$ cat src/rtl/relu.sv
// Vector ReLU stage: on start, registers max(x, 0) for every element of a signed
// fixed-point vector and raises done for one cycle per accepted vector.
module relu #(
    parameter int NUM_CLASSES   = 4,
    parameter int FP_TOTAL_BITS = 16,
    parameter int FP_FRAC_BITS  = 8
) (
    input  logic                            clk,
    input  logic                            reset,
    input  logic                            start,
    input  logic signed [FP_TOTAL_BITS-1:0] input_vector [NUM_CLASSES],
    output logic signed [FP_TOTAL_BITS-1:0] relu_out     [NUM_CLASSES],
    output logic                            done
);

    typedef enum logic {
        IDLE = 1'b0,
        DONE = 1'b1
    } state_t;

    state_t state_q;
    state_t state_d;

    logic signed [FP_TOTAL_BITS-1:0] relu_q [NUM_CLASSES];
    logic signed [FP_TOTAL_BITS-1:0] relu_d [NUM_CLASSES];

    // Q format is irrelevant to rectification; only the sign bit matters.
    always_comb begin
        for (int unsigned i = 0; i < NUM_CLASSES; i++) begin
            relu_d[i] = input_vector[i][FP_TOTAL_BITS-1] ? '0 : input_vector[i];
        end
    end

    always_ff @(posedge clk) begin
        if (reset) begin
            state_q <= IDLE;
            for (int unsigned i = 0; i < NUM_CLASSES; i++) begin
                relu_q[i] <= '0;
            end
        end else begin
            state_q <= state_d;
            if (start) begin
                for (int unsigned i = 0; i < NUM_CLASSES; i++) begin
                    relu_q[i] <= relu_d[i];
                end
            end
        end
    end

    always_comb begin
        state_d = state_q;
        case (state_q)
            IDLE:    state_d = start ? DONE : IDLE;
            DONE:    state_d = start ? DONE : IDLE;
            default: state_d = IDLE;
        endcase
    end

    // done decodes the state register only, so no input reaches an output combinationally.
    always_comb begin
        done = (state_q == DONE);
        for (int unsigned i = 0; i < NUM_CLASSES; i++) begin
            relu_out[i] = relu_q[i];
        end
    end

endmodule

$ cat config.mk
export PLATFORM = sky130hd
export DESIGN_NAME = relu
export DESIGN_NICKNAME = d
export VERILOG_FILES = /design/src/rtl/relu.sv
export SDC_FILE = /design/constraint.sdc
export NUM_CORES = 1
export LEC_CHECK = 0
export ABC_AREA = 1
export CAP_MARGIN = 20
export CORE_MARGIN = 3
export CORE_UTILIZATION = 42
export CTS_CLUSTER_SIZE = 40
export DETAILED_ROUTE_END_ITERATION = 10
export PLACE_DENSITY = 0.86
export SLEW_MARGIN = 40
export SYNTH_ARGS = -nofsm -noshare
export SYNTH_HDL_FRONTEND = slang
export SYNTH_SLANG_ARGS = --single-unit
export TNS_END_PERCENT = 100
$ cat constraint.sdc
create_clock -name clk -period 4.7 [get_ports clk]
set_clock_uncertainty 0.2 [all_clocks]
set_input_delay 0.47 -clock clk [delete_from_list [all_inputs] [get_ports clk]]
set_output_delay 0.47 -clock clk [all_outputs]
set_load 0.05 [all_outputs]
* Word-level counts from Yosys, hierarchy flattened
Memory sizes are Yosys's and may differ from the RTL's.
Cells that the tools add are included.
** Storage, ports and cells
- Output and inout port bits :: 65
- Memories kept :: 1
- Logic and storage cells :: 19
- RAM bits :: 60
- Input bits :: 67
- Bits in registers :: 1
** Memories
- relu_q :: words 4, bits a word 15, read ports 4, clocked after Yosys merged registers in 0, wr ports 4, line 24 : logic signed [FP_TOTAL_BITS-1:0] relu_q [NUM_CLASSES];
** Cells by class
- Muxes and demuxes :: 13
- Bitwise gates (word level) :: 4
** Operators by type and width (number)
- $mux 15 :: 8
- $mux 1 :: 5
- $or 1x1->1 :: 4

* Logic depth before layout (Yosys ltp)
- Depth after elaboration :: 4
- Gate-level depth with buffers :: 4
- Gate-level depth less buffers :: 3

* Worst setup path after synthesis
OpenSTA, ideal clock, no wires.
- Kind :: input -> register
- Start point :: in reset
- End point :: mem relu_q[0][0] (netlist bit) (enable)
- Stages on the path :: 2
- Library setup time :: 665 ps
- Data required time :: 3835 ps
- Buffers on the path :: 0
- Slack :: 2195 ps
- Arrival :: 1640 ps
- Path through :: inv_1 nand2_1
** RTL lines
- start, declared :: line 9 : input logic reset,
- end, declared :: line 24

==> metrics.csv <==
stage,metric,value,unit
pwr,pwr dens,350,nW/um2
clocking,Num Clock Sinks,61,
pwr,Peak VDD IR,0.000215,V
run_status,status,completed,
clocking,Post-CTS Setup Inserts,0,
floorplan,Die Height,81.9,um
routing,post-DR wirelength/cell,13.1,um
placement,dpl ws,1950,ps
clocking,CTS max path bufs,2,
clocking,CTS H-tree lvls,3,
timing,fmax,0.420,GHz
pwr,Switching Power,0.375,mW
logic_synthesis,post-synthesis cell count,202,
grt,grt ovf,0,
pwr,clock share of power,0.299,
min_path,hold depth,2,
logic_synthesis,mean post-synth cell area,12.0,um2
layout,ant diodes,0,
logic_synthesis,post-synthesis register bit count,61,
placement,gp weighted congestion,0.679,
floorplan,die extent in x,81.9,um
critical_path,kind of critical path,in2reg,
logic_synthesis,synth warn,0,
critical_path,CP Data Required Time,4470,ps
routing,final wirelength,5.39,mm
layout,layout cells sized above 1,0.0501,
grt,first-pass GRT wire length,7.98,mm
pwr,combinational share of power,0.227,
logic_synthesis,register area share after synthesis,0.752,
grt,largest net degree at the start of global routing,36,
timing,worst slew pin tran,575,ps
layout,Final #Nets,403,
critical_path,startpoint types,input port,
grt,Total GRT Usage,0.170,
pwr,Cell Int Power,0.989,mW
timing,setup ws final,2320,ps
floorplan,initial core utilization,0.437,
placement,post-detail-place hpwl,4.28,mm
logic_synthesis,Synth top area share,0.744,
grt,initial antenna violation count,0,
min_path,Hold WC Path Type,in2reg,
routing,Via density,4.21,
layout,layout overhead on the synthesized area,61.0,%
timing,setup violators final,0,
run,max-cap viol count,0,
floorplan,die area,6710,um2
critical_path,critical path capture point type,flop,
pwr,Pwr Total,1.36,mW
critical_path,arrival time at the worst endpoint,2150,ps
routing,DR vias,1732,
logic_synthesis,"area leader, netlist",edfxtp_1,
logic_synthesis,count of cell types in the netlist,9,
floorplan,Rows,27,
timing,RSZ-0062 raised after global routing,false,
floorplan,core area,5540,um2
logic_synthesis,Post-Syn Area,2420,um2
clocking,total CTS buffers,9,
timing,Max Slew Vio Count,0,
routing,Initial DRC Count,88,
logic_synthesis,Synth area leaders,"edfxtp_1, inv_1, nor2_1",
routing,antenna-violating nets left,0,
placement,count of buffers from port buffering,127,
timing,fin crit share,0.507,
routing,DRT Pass-1 Iters,4,
clocking,clk root buf,clkbuf_8,
floorplan,# IOs,132,
pwr,sw frac,0.275,
min_path,Hold Crit Start,reset,
grt,number of global-route vias before repair,1677,
pwr,sequential share of power,0.474,
clocking,Post-CTS Resized,0,
min_path,Hold EP,done$_DFF_P_,
clocking,CTS tree,done,
pwr,Pleak,1.74,nW
critical_path,Worst Path Max Fanout,35,
routing,DR DRC count,0,
timing,final hold violation count,0,
timing,Final min period,2380,ps
clocking,clock-pin slew on the worst setup and hold paths,60,ps
timing,setup TNS,0,ps
clocking,Post-CTS Hold Buffers,0,
timing,Worst slew margin,0.615,
## layout make-up
| cell class | count | area (um2) |
|---|---|---|
| multi-input cells | 70 | 290 |
| inverters | 66 | 248 |
| clock inverters | 3 | 38.8 |
| well taps | 72 | 90.1 |
| clock buffers | 11 | 131 |
| fillers | 407 | 1640 |
| flip-flops and latches | 61 | 1820 |
| repair buffers | 128 | 1280 |
## how the worst max path moves through the flow
stage	start	to	depth (start not counted)
4_1_cts	start	relu_q[0][56]$_SDFFCE_PP0P_	4
6_report	start	relu_q[0][3]$_SDFFCE_PP0P_	4
5_1_grt	start	relu_q[0][54]$_SDFFCE_PP0P_	4
3_3_place_gp	start	relu_q[0][11]$_SDFFCE_PP0P_	4
3_5_place_dp	start	relu_q[0][11]$_SDFFCE_PP0P_	4
2_1_floorplan	reset	relu_q[0][0]$_SDFFCE_PP0P_	2
## routing by layer
layer	part of all wire	GRT usage	wire [um]
met5	0	0	0
met4	0.027	0.0914	143
met3	0.094	0.0537	508
met2	0.55	0.310	2970
met1	0.33	0.169	1770
## registers in the layout (all words and copies together) (netlist names)
name	flops
relu_q	60
done	1
## Yosys cell counts
cell type / count
inv_1: 66
nor2_1: 61
edfxtp_1: 60
buf_4: 4
buf_6: 4
nand3_2: 4
conb_1: 1
dfxtp_1: 1
nand2_1: 1
## cells by family after synthesis
group	after synthesis	share of synthesized area
buf+inv	74	0.133
flops	61	0.752
other cells	1	0.00155
simple gates	66	0.113
## critical path, cell delays in order
cell             delay, ps
clkdlybuf4s50_1        610
inv_1                  110
nand2_2                450
buf_4                  490
## layout by cell type, fill, tap and decap left out
cell and instances:
clkdlybuf4s50_1 127, inv_1 66, nor2_1 61, edfxtp_1 60, clkbuf_8 9, nand3_2 4, conb_1 4, clkbuf_1 2
nand2_2 1, bufinv_16 1, clkinv_1 1, clkinv_2 1, dfxtp_1 1, buf_4 1
## stage by stage
stage / hold slack (ps) / cell area (um2) / util / cells
floorplan: 342 / 2430 / - / 205
global placement: 859 / 3730 / 0.673 / 397
finish: 572 / 3900 / 0.704 / 411
CTS: 552 / 3900 / 0.704 / 411
detailed placement: 898 / 3730 / 0.673 / 397
global route: 546 / 3900 / 0.704 / 411
## power by group through the flow
stage / logic, mW / registers (mW) / clock network [mW]
2_1_floorplan: 0.0403 / 0.798 / 0
3_3_place_gp: 0.307 / 0.657 / 0
3_5_place_dp: 0.311 / 0.659 / 0
4_1_cts: 0.312 / 0.648 / 0.421
5_1_grt: 0.323 / 0.651 / 0.446
6_report: 0.309 / 0.647 / 0.408
No activity file was read; power rests on OpenSTA's default activity.
